[config.mk]
export PLATFORM = sky130hd
export DESIGN_NAME = pipeline_control_flat
export DESIGN_NICKNAME = d
export VERILOG_FILES = /design/src/rtl/cpu_types_pkg.sv /design/src/rtl/pipeline_control_if.sv /design/src/rtl/pipeline_control.sv /design/src/flat_wrapper.sv
export SDC_FILE = /design/constraint.sdc
export NUM_CORES = 1
export LEC_CHECK = 0
export ABC_CLOCK_PERIOD_IN_PS = 2350
export BUFFER_PORTS_ARGS = -buffer_cell sky130_fd_sc_hd__buf_2
export CAP_MARGIN = 30
export CORE_MARGIN = 2
export CORE_UTILIZATION = 33
export DETAILED_ROUTE_END_ITERATION = 8
export PLACE_DENSITY = 0.67
export SYNTH_ARGS = -nofsm -noshare
export SYNTH_HDL_FRONTEND = slang
export SYNTH_SLANG_ARGS = --single-unit
export TNS_END_PERCENT = 100
[constraint.sdc]
create_clock -name CLK -period 2.35 [get_ports CLK]
set_clock_uncertainty 0.05 [all_clocks]
set_input_delay 0.1175 -clock CLK [delete_from_list [all_inputs] [get_ports CLK]]
set_output_delay 0.1175 -clock CLK [all_outputs]
set_load 0.05 [all_outputs]
[src/rtl/cpu_types_pkg.sv]
// Shared CPU types: hazard codes from the hazard unit, pipeline-control FSM
// states and the ALU operand forwarding select encodings.
package cpu_types_pkg;

    typedef enum logic [2:0] {
        HZ_NONE     = 3'b000,
        HZ_FWD_MEM  = 3'b001,
        HZ_FWD_WB   = 3'b010,
        HZ_LOAD_USE = 3'b011,
        HZ_LOAD_WB  = 3'b100
    } hazard_t;

    typedef enum logic [2:0] {
        RUN    = 3'd0,
        BUBBLE = 3'd1,
        DWAIT  = 3'd2,
        IWAIT  = 3'd3,
        HALT   = 3'd4
    } state_t;

    localparam logic [1:0] FWD_REGFILE = 2'b00;
    localparam logic [1:0] FWD_EXMEM   = 2'b01;
    localparam logic [1:0] FWD_MEMWB   = 2'b10;

endpackage

[src/rtl/pipeline_control_if.sv]
// Signal bundle between the pipeline-control block and the datapath.
interface pipeline_control_if #(
    parameter int STALL_CNT_W = 16
);
    logic [2:0]             src1_hazard_t;
    logic [2:0]             src2_hazard_t;
    logic                   ihit;
    logic                   dhit;
    logic                   dmem_req;
    logic                   branch_taken;
    logic                   halt;
    logic                   pc_en;
    logic                   ifid_en;
    logic                   idex_en;
    logic                   exmem_en;
    logic                   memwb_en;
    logic                   ifid_flush;
    logic                   idex_flush;
    logic [1:0]             fwdA_sel;
    logic [1:0]             fwdB_sel;
    logic                   halted;
    logic [STALL_CNT_W-1:0] stall_count;

    modport ctrl (
        input  src1_hazard_t, src2_hazard_t, ihit, dhit, dmem_req,
               branch_taken, halt,
        output pc_en, ifid_en, idex_en, exmem_en, memwb_en,
               ifid_flush, idex_flush, fwdA_sel, fwdB_sel,
               halted, stall_count
    );
endinterface

[src/rtl/pipeline_control.sv]
// Pipeline stall/flush/forward controller. A small FSM tracks load-use
// bubbles, instruction/data memory waits and halt; every output is decoded
// combinationally from the current state and the live inputs.
module pipeline_control
    import cpu_types_pkg::*;
#(
    parameter int STALL_CNT_W = 16
) (
    input logic              CLK,
    input logic              nRST,
    pipeline_control_if.ctrl bus
);

    state_t                 state_reg;
    state_t                 state_next;
    logic [STALL_CNT_W-1:0] stall_count_reg;

    logic pc_en_c, ifid_en_c, idex_en_c, exmem_en_c, memwb_en_c;
    logic ifid_flush_c, idex_flush_c;

    logic [2:0] src_code [2];
    logic [1:0] fwd_sel  [2];

    // Hazard code -> operand mux select; load-use and unused codes read the
    // register file because the bubble (or nothing) covers them.
    function automatic logic [1:0] fwd_decode(input logic [2:0] code);
        case (code)
            HZ_FWD_MEM: return FWD_EXMEM;
            HZ_FWD_WB:  return FWD_MEMWB;
            HZ_LOAD_WB: return FWD_MEMWB;
            default:    return FWD_REGFILE;
        endcase
    endfunction

    assign src_code[0] = bus.src1_hazard_t;
    assign src_code[1] = bus.src2_hazard_t;

    genvar gi;
    generate
        for (gi = 0; gi < 2; gi++) begin : g_fwd
            assign fwd_sel[gi] = nRST ? fwd_decode(src_code[gi]) : FWD_REGFILE;
        end
    endgenerate

    // State register; reset lands in RUN from any state, including HALT.
    always_ff @(posedge CLK or negedge nRST) begin
        if (!nRST) state_reg <= RUN;
        else       state_reg <= state_next;
    end

    // Next-state and enable/flush decode. Branch flushes are only honoured
    // in cycles where the front end actually advances.
    always_comb begin
        state_next   = state_reg;
        pc_en_c      = 1'b1;
        ifid_en_c    = 1'b1;
        idex_en_c    = 1'b1;
        exmem_en_c   = 1'b1;
        memwb_en_c   = 1'b1;
        ifid_flush_c = 1'b0;
        idex_flush_c = 1'b0;
        case (state_reg)
            RUN: begin
                if (bus.halt) begin
                    state_next = HALT;
                    {pc_en_c, ifid_en_c, idex_en_c, exmem_en_c, memwb_en_c} = 5'b0;
                end else if (bus.dmem_req && !bus.dhit) begin
                    state_next = DWAIT;
                    {pc_en_c, ifid_en_c, idex_en_c, exmem_en_c, memwb_en_c} = 5'b0;
                end else if (bus.src1_hazard_t == HZ_LOAD_USE ||
                             bus.src2_hazard_t == HZ_LOAD_USE) begin
                    state_next   = BUBBLE;
                    pc_en_c      = 1'b0;
                    ifid_en_c    = 1'b0;
                    idex_flush_c = 1'b1;
                end else if (!bus.ihit) begin
                    state_next   = IWAIT;
                    pc_en_c      = 1'b0;
                    ifid_en_c    = 1'b0;
                    idex_flush_c = 1'b1;
                end else begin
                    ifid_flush_c = bus.branch_taken;
                end
            end
            BUBBLE: begin
                // One-shot: the dependent instruction now sees MEM/WB data.
                state_next   = RUN;
                ifid_flush_c = bus.branch_taken;
            end
            DWAIT: begin
                if (bus.dhit) begin
                    state_next   = RUN;
                    ifid_flush_c = bus.branch_taken;
                end else begin
                    {pc_en_c, ifid_en_c, idex_en_c, exmem_en_c, memwb_en_c} = 5'b0;
                end
            end
            IWAIT: begin
                if (bus.dmem_req && !bus.dhit) begin
                    state_next = DWAIT;
                    {pc_en_c, ifid_en_c, idex_en_c, exmem_en_c, memwb_en_c} = 5'b0;
                end else if (bus.ihit) begin
                    state_next   = RUN;
                    ifid_flush_c = bus.branch_taken;
                end else begin
                    pc_en_c      = 1'b0;
                    ifid_en_c    = 1'b0;
                    idex_flush_c = 1'b1;
                end
            end
            HALT: begin
                {pc_en_c, ifid_en_c, idex_en_c, exmem_en_c, memwb_en_c} = 5'b0;
            end
            default: begin
                state_next = RUN;
            end
        endcase
        if (!nRST) begin
            {pc_en_c, ifid_en_c, idex_en_c, exmem_en_c, memwb_en_c} = 5'b0;
            ifid_flush_c = 1'b0;
            idex_flush_c = 1'b0;
        end
    end

    // Saturating count of cycles in which the PC was held outside HALT.
    always_ff @(posedge CLK or negedge nRST) begin
        if (!nRST) begin
            stall_count_reg <= '0;
        end else if (!pc_en_c && state_reg != HALT &&
                     stall_count_reg != {STALL_CNT_W{1'b1}}) begin
            stall_count_reg <= stall_count_reg + STALL_CNT_W'(1);
        end
    end

    assign bus.pc_en       = pc_en_c;
    assign bus.ifid_en     = ifid_en_c;
    assign bus.idex_en     = idex_en_c;
    assign bus.exmem_en    = exmem_en_c;
    assign bus.memwb_en    = memwb_en_c;
    assign bus.ifid_flush  = ifid_flush_c;
    assign bus.idex_flush  = idex_flush_c;
    assign bus.fwdA_sel    = fwd_sel[0];
    assign bus.fwdB_sel    = fwd_sel[1];
    assign bus.halted      = nRST && (state_reg == HALT);
    assign bus.stall_count = stall_count_reg;

endmodule

[src/flat_wrapper.sv]
// flat-port wrapper written by rule: the top's interface ports become plain ports
module pipeline_control_flat import cpu_types_pkg::*;
#(
    parameter int STALL_CNT_W = 16
)
  (CLK, nRST, bus_src1_hazard_t, bus_src2_hazard_t, bus_ihit, bus_dhit, bus_dmem_req, bus_branch_taken, bus_halt, bus_pc_en, bus_ifid_en, bus_idex_en, bus_exmem_en, bus_memwb_en, bus_ifid_flush, bus_idex_flush, bus_fwdA_sel, bus_fwdB_sel, bus_halted, bus_stall_count);
  pipeline_control_if #(.STALL_CNT_W(STALL_CNT_W)) bus_i ();
  input logic CLK;
  input logic nRST;
  input wire logic [$bits(bus_i.src1_hazard_t)-1:0] bus_src1_hazard_t;
  input wire logic [$bits(bus_i.src2_hazard_t)-1:0] bus_src2_hazard_t;
  input wire logic [$bits(bus_i.ihit)-1:0] bus_ihit;
  input wire logic [$bits(bus_i.dhit)-1:0] bus_dhit;
  input wire logic [$bits(bus_i.dmem_req)-1:0] bus_dmem_req;
  input wire logic [$bits(bus_i.branch_taken)-1:0] bus_branch_taken;
  input wire logic [$bits(bus_i.halt)-1:0] bus_halt;
  output wire logic [$bits(bus_i.pc_en)-1:0] bus_pc_en;
  output wire logic [$bits(bus_i.ifid_en)-1:0] bus_ifid_en;
  output wire logic [$bits(bus_i.idex_en)-1:0] bus_idex_en;
  output wire logic [$bits(bus_i.exmem_en)-1:0] bus_exmem_en;
  output wire logic [$bits(bus_i.memwb_en)-1:0] bus_memwb_en;
  output wire logic [$bits(bus_i.ifid_flush)-1:0] bus_ifid_flush;
  output wire logic [$bits(bus_i.idex_flush)-1:0] bus_idex_flush;
  output wire logic [$bits(bus_i.fwdA_sel)-1:0] bus_fwdA_sel;
  output wire logic [$bits(bus_i.fwdB_sel)-1:0] bus_fwdB_sel;
  output wire logic [$bits(bus_i.halted)-1:0] bus_halted;
  output wire logic [$bits(bus_i.stall_count)-1:0] bus_stall_count;
  assign bus_i.src1_hazard_t = bus_src1_hazard_t;
  assign bus_i.src2_hazard_t = bus_src2_hazard_t;
  assign bus_i.ihit = bus_ihit;
  assign bus_i.dhit = bus_dhit;
  assign bus_i.dmem_req = bus_dmem_req;
  assign bus_i.branch_taken = bus_branch_taken;
  assign bus_i.halt = bus_halt;
  assign bus_pc_en = bus_i.pc_en;
  assign bus_ifid_en = bus_i.ifid_en;
  assign bus_idex_en = bus_i.idex_en;
  assign bus_exmem_en = bus_i.exmem_en;
  assign bus_memwb_en = bus_i.memwb_en;
  assign bus_ifid_flush = bus_i.ifid_flush;
  assign bus_idex_flush = bus_i.idex_flush;
  assign bus_fwdA_sel = bus_i.fwdA_sel;
  assign bus_fwdB_sel = bus_i.fwdB_sel;
  assign bus_halted = bus_i.halted;
  assign bus_stall_count = bus_i.stall_count;
  pipeline_control #(.STALL_CNT_W(STALL_CNT_W)) u_core (.CLK(CLK), .nRST(nRST), .bus(bus_i));
endmodule
==> results of run 1 <==
worst max-delay path, cell delays in order, from the launching register on:
cell and delay (ns):
dfrtp_1 0.48, nor2_1 0.24, nor4b_4 0.30, a211oi_4 0.12
a21oi_1 0.20, buf_2 0.30
power by group through the flow:
| stage | combinational [W] | clock (W) | sequential, W |
|---|---|---|---|
| after detailed placement | 0.000732 | 0 | 0.000482 |
| after CTS | 0.000735 | 0.000247 | 0.000478 |
| after global routing | 0.000782 | 0.000262 | 0.000493 |
| after floorplan | 0.000413 | 0 | 0.000648 |
| after global placement | 0.000721 | 0 | 0.000481 |
| final | 0.000731 | 0.000235 | 0.000480 |
worst paths after layout:
kind / from / to / slack (ns) / cells after the start
worst max register to register: u_core.state_reg[1] / u_core.bus.stall_count[1] / 0.35 / 6
worst max-delay path: u_core.state_reg[1] / bus_ifid_en / 0.27 / 5
min in group asynchronous: nRST / u_core.state_reg[2] / 0.22 / 2
worst min register to register: u_core.bus.stall_count[4] / u_core.bus.stall_count[4] / 0.44 / 1
worst min-delay path: bus_halt / u_core.state_reg[2] / 0.16 / 2
max in group asynchronous: nRST / u_core.bus.stall_count[3] / 1.57 / 3
synth_stat cells:
master	n
a2111oi_0	2
o21ai_0	1
dfrtp_1	19
buf_2	1
and3b_1	1
nand3_1	8
o21bai_2	1
or2_1	2
nand4_1	4
and3_1	3
inv_1	5
clkbuf_1	1
nand2_1	6
a31oi_2	1
buf_4	3
nor3_1	6
and2b_1	1
nor3_2	4
xnor2_1	8
nor4b_1	2
nor4b_2	1
a211oi_2	1
a21oi_1	7
nor3b_1	1
o21a_1	1
buf_6	1
xor2_1	9
or2b_1	1
or4_1	1
nor2b_1	3
a211oi_4	1
nand4b_1	1
mux2_1	1
and2b_4	1
nor4_2	1
nor4b_4	1
nand2b_1	4
ha_1	1
nor2_1	8
o31ai_1	1
cell families (layout without fill, tap and decap cells):
kind of cell | Yosys count | after routing | share of synthesized area [%]
AOI/OAI and AO/OA | 16 | 16 | 10.5
xor gates and xnor gates | 17 | 17 | 12.1
adders and majority gates | 1 | 1 | 1.02
buffers and inverters | 11 | 53 | 4.99
DFF | 19 | 19 | 38.7
muxes | 1 | 1 | 0.917
and+or+nand+nor | 60 | 60 | 31.7
final cells by class:
| type | instances | area (µm²) | share of cell area (%) |
|---|---|---|---|
| clock inverter | 1 | 5.00 | 0.327 |
| timing repair buffer | 44 | 233 | 15.2 |
| multi-input combinational | 95 | 696 | 45.5 |
| tap | 48 | 60.1 | 3.93 |
| clock buffer | 3 | 41.3 | 2.70 |
| sequential | 19 | 475 | 31.1 |
| inverter | 5 | 18.8 | 1.23 |
per-layer routing:
layer  up-vias  global-route usage (%)  wire [µm]
li1        523                       -          -
met1       497                    18.6       1320
met2        30                    23.5       1310
met3         0                    3.65        154
met4         0                   0.798          0
met5         -                       0          0
stage by stage:
stage | total power (W) | cell area [µm²] | utilization, % | setup slack, ns
after global placement | 0.00120 | 1470 | 40.8 | 0.429
after global routing | 0.00154 | 1530 | 42.4 | 0.0815
final | 0.00145 | 1530 | 42.4 | 0.271
after CTS | 0.00146 | 1530 | 42.4 | 0.246
after detailed placement | 0.00121 | 1470 | 40.8 | 0.377
after floorplan | 0.00106 | 1230 | - | 0.00393
==> run metrics, run 1 <==
count of placed standard cells in the final layout, fillers left out=215; number of DRC markers after the initial detailed-route iteration=68; fraction of final layout cells sized beyond drive strength 1=35.9%; global-route wire length before repair=4.58 mm; post-synth design cell area=1230 µm²; internal power=0.000728 W; number of warnings reported in the yosys synthesis log=0; worst slack on hold paths=0.157 ns; grt ovf=0; number of clock sinks=19; maximum number of pins on one net before global-route repair=15; syn_nets=139; number of buffers added on ports=40; count of cells resized by post-cts repair=0; power density over the cells=946 nW/µm²; fmax=481 MHz; starting density of the core=34.0%; Routed Wire Length=2.78 mm; number of antenna repair diodes=0; highest fanout seen on the critical path=11; type of destination of the critical path=primary output; number of antenna violations at the first check in global routing=0; clock insertion delay at the later pin of the skew report=0.26 ns; signed area change from the synthesized netlist to the final layout=24.6%; iteration count of the initial detailed-routing pass=4; Die Y-Extent=65.0 µm; cell taking the most area after synthesis=dfrtp_1; most area-consuming cells after synthesis=dfrtp_1 (39%), xor2_1 (6.4%), xnor2_1 (5.7%); CTS max path bufs=2; most used cells in the layout excluding fill and tap cells=buf_2 (40), dfrtp_1 (19), xor2_1 (9); Clk Tree Root Cell=clkbuf_8; number of design rule violations left after detail routing=0; number of buffers created by CTS=3; all-layer global routing usage=13.8%; final net count=182; overall die width=65.0 µm; Die Outline Area=4220 µm²; share of Yosys cell area claimed by the top area cell type=38.7%; Final min period=2.08 ns; number of fill cells=367; count of endpoints failing hold in the final timing report=0; post-detailed-placement half-perimeter wirelength=2.10 mm; standard-cell rows=22; Critical Path Start Type=flip-flop; maximum vdd drop=0.934 mV; placed instance count=210; area of the placeable core=3610 µm²; path class of the lowest-slack min-delay path=primary input to flip-flop; clock share of power=16.2%; Post CTS Setup Buffer Count=0; H-tree levels=1; share of total power consumed by net switching=49.7%; number of global-route vias before repair=956; period utilization=88.5%; synthesis-stage register bit count=19; arrival time of data at the critical path endpoint=1.91 ns; Psw=0.000718 W; gate count after technology mapping=125; portion of the post-synthesis area used by sequential elements=38.7%; number of hold buffers added after cts=1; routed via count=1050; max-capacitance violation count=0; most common cell after layout, fill and taps aside=buf_2; Static Leakage=0.738 nW; ports placed on the boundary=41; routed wirelength normalized by instance count=12.9 µm; # setup viols final=0; post-route ant nets=0; number of library cell types mapped by synthesis=40; clock-pin slew of the registers on the worst-case setup and hold paths=0.08 ns; Crit path required time=2.18 ns; Post-Route Setup TNS=0 ns; setup repair after global routing missed its margin=false; weighted congestion reported at the end of routability-driven placement=0.884; run status=finished, final reports clean; number of flip-flops under the largest register name=16; slew at the pin closest to its max-slew limit=0.368 ns; combinational power share=50.6%; sequential fraction of design power=33.2%; max-slew violations=0; Max-Slew Margin vs Limit=74.9%; Worst Path Class, Setup=flip-flop to primary output; CTS tree=yes; mean instance size in the synthesized netlist=9.82 µm²; detail-routed via count per cell=4.88
(Power assumes the default switching activity.)
==> inputs of run 2 (changes only) <==
Settings changed: PLACE_DENSITY 0.67 to default, PLACE_DENSITY_LB_ADDON from default to 0.1.
==> run metrics, run 2 (synthesis gave the netlist of run 1 again) <==
run status=finished, final reports clean; CTS tree=yes; routed via count=1069 (+1.8%); final worst-path setup slack=0.170 ns (-0.101 ns); max-capacitance violation count=0 (unchanged); H-tree levels=1 (unchanged); startpoint of the most critical register-to-register path=u_core.state_reg[1]; iteration count of the initial detailed-routing pass=4 (unchanged); slew at the pin closest to its max-slew limit=0.392 ns (+0.0246 ns); Worst R2R Setup Slack=0.32 ns (-0.03 ns); Stages on worst setup path=5 (unchanged); arrival time of data at the critical path endpoint=2.01 ns (+0.10 ns); Crit path required time=2.18 ns (about the same); period utilization=92.8% (+4.3 points); most common cell after layout, fill and taps aside=buf_2; Routed Wire Length=2.86 mm (+2.8%); fraction of final layout cells sized beyond drive strength 1=35.3% (-0.60 points); kind of cell with the highest combined delay on the critical path=simple AND/OR/NAND/NOR gates; number of global-route vias before repair=1074 (+12%); reg-to-reg endpoint=u_core.bus.stall_count[1]; power density over the cells=947 nW/µm² (+0.11%); area of the placeable core=3610 µm² (unchanged); detail-routed via count per cell=4.97 (+1.8%); standard-cell rows=22 (unchanged); number of fill cells=383 (+4.4%); Worst Setup EP=bus_ifid_flush; post-route ant nets=0 (unchanged); Critical Path Start Type=flip-flop; final std cell area, no fill=1530 µm² (about the same); post-detailed-placement half-perimeter wirelength=2.26 mm (+7.8%); highest fanout seen on the critical path=11 (unchanged); Worst R2R Path Depth=6 (unchanged); number of clock sinks=19 (unchanged); number of design rule violations left after detail routing=0 (unchanged); count of endpoints failing hold in the final timing report=0 (unchanged); most used cells in the layout excluding fill and tap cells=buf_2 (40), dfrtp_1 (19), xor2_1 (9); CP cell instances=nor2_1 -> nor4b_4 -> a211oi_4 -> nor3b_1 -> buf_2; setup repair after global routing missed its margin=false; CTS max path bufs=2 (unchanged); signed area change from the synthesized netlist to the final layout=24.5% (about the same); Post-Route Setup TNS=0 ns (unchanged); fmax=459 MHz (-4.6%); maximum number of pins on one net before global-route repair=14 (-1); # setup viols final=0 (unchanged); clock-pin slew of the registers on the worst-case setup and hold paths=0.08 ns (about the same); Final min period=2.18 ns (+0.101 ns); overall die width=65.0 µm (unchanged); path class of the lowest-slack min-delay path=primary input to flip-flop; launch point of the critical path=u_core.state_reg[1]; maximum single-stage delay on the critical path=0.48 ns (about the same); Post CTS Setup Buffer Count=0 (unchanged); clock insertion delay at the later pin of the skew report=0.26 ns (about the same); all-layer global routing usage=15.3% (+1.4 points); number of flip-flops under the largest register name=16 (unchanged); Worst Path Class, Setup=flip-flop to primary output; Area after DPL=1470 µm² (unchanged); grt ovf=0 (unchanged); Clk Tree Root Cell=clkbuf_8; dpl ws=0.361 ns (-0.0161 ns); weighted congestion reported at the end of routability-driven placement=0.813 (-8.1%); routed wirelength normalized by instance count=13.3 µm (+2.8%); number of DRC markers after the initial detailed-route iteration=142 (+110%); maximum vdd drop=0.657 mV (-30%); number of antenna violations at the first check in global routing=0 (unchanged); Die Outline Area=4220 µm² (unchanged); starting density of the core=34.0% (unchanged); number of buffers created by CTS=3 (unchanged); cell type of the slowest stage on the worst timing path=dfrtp_1; Static Leakage=0.735 nW (-0.37%); type of destination of the critical path=primary output; Max-Slew Margin vs Limit=73.2% (-1.7 points); total buffers and inverters traversed by the critical path=1 (unchanged); max-slew violations=0 (unchanged); worst slack on hold paths=0.164 ns (+0.00742 ns); ports placed on the boundary=41 (unchanged); number of antenna repair diodes=0 (unchanged); utilization after layout=42.4% (about the same); number of buffers added on ports=40 (unchanged); Die Y-Extent=65.0 µm (unchanged); global-route wire length before repair=4.95 mm (+8.1%); final net count=182 (unchanged)
-- run 2: changes by cell type in the layout (fill, tap and decap cells not counted), sizes merged --
cell | previous run | this run
clkbuf | 3 | 4
clkinv | 1 | 0
-- run 2: worst reg2reg max path, cell delays in order (launching register included) --
cell	delay, ns
dfrtp_1	0.48
nor2_1	0.26
nor4b_4	0.32
a211oi_4	0.12
o21bai_2	0.12
buf_4	0.22
mux2_1	0.33
-- run 2: what timing repair did --
item,4_1_cts,5_1_grt
hold endpoints to repair,19,0
gates resized for setup,0,0
hold buffers,1,0
-- run 2: routing by layer --
layer / vias to the layer above / global-route usage, % / share of wire [%]
met3: 2 / 3.65 / 5.0
met1: 507 / 19.1 / 44
met2: 33 / 26.5 / 50
li1: 527 / - / -
met4: 0 / 3.19 / 0.38
met5: - / 0 / 0
-- run 2: stage by stage --
step / instances / power (W)
2_1_floorplan: 125 / 0.00106
3_3_place_gp: 210 / 0.00121
3_5_place_dp: 210 / 0.00121
4_1_cts: 215 / 0.00146
5_1_grt: 215 / 0.00154
6_report: 215 / 0.00145
-- run 2: worst min-delay path by stage --
| stage | from | endpoint | slack [ns] | cells past startpoint |
|---|---|---|---|---|
| after floorplan | nRST | u_core.bus.stall_count[0] | -0.23 | 0 |
| after global placement | nRST | u_core.state_reg[1] | -0.04 | 1 |
| after detailed placement | nRST | u_core.state_reg[1] | -0.04 | 1 |
| after CTS | bus_halt | u_core.state_reg[2] | 0.16 | 2 |
| after global routing | bus_halt | u_core.state_reg[2] | 0.17 | 2 |
| final | bus_halt | u_core.state_reg[1] | 0.16 | 3 |
-- run 2: final cells by class --
class	instances	area, µm²	share of cell area, %
sequential	19	475	31.1
tap	48	60.1	3.93
multi-input combinational	95	696	45.5
inverter	5	18.8	1.23
timing repair buffer	44	233	15.2
clock buffer	4	45.0	2.95
-- run 2: power by group --
group	switching [W]	internal (W)
sequential	0.0000834	0.000393
clock	0.000115	0.000121
combinational	0.000518	0.000216
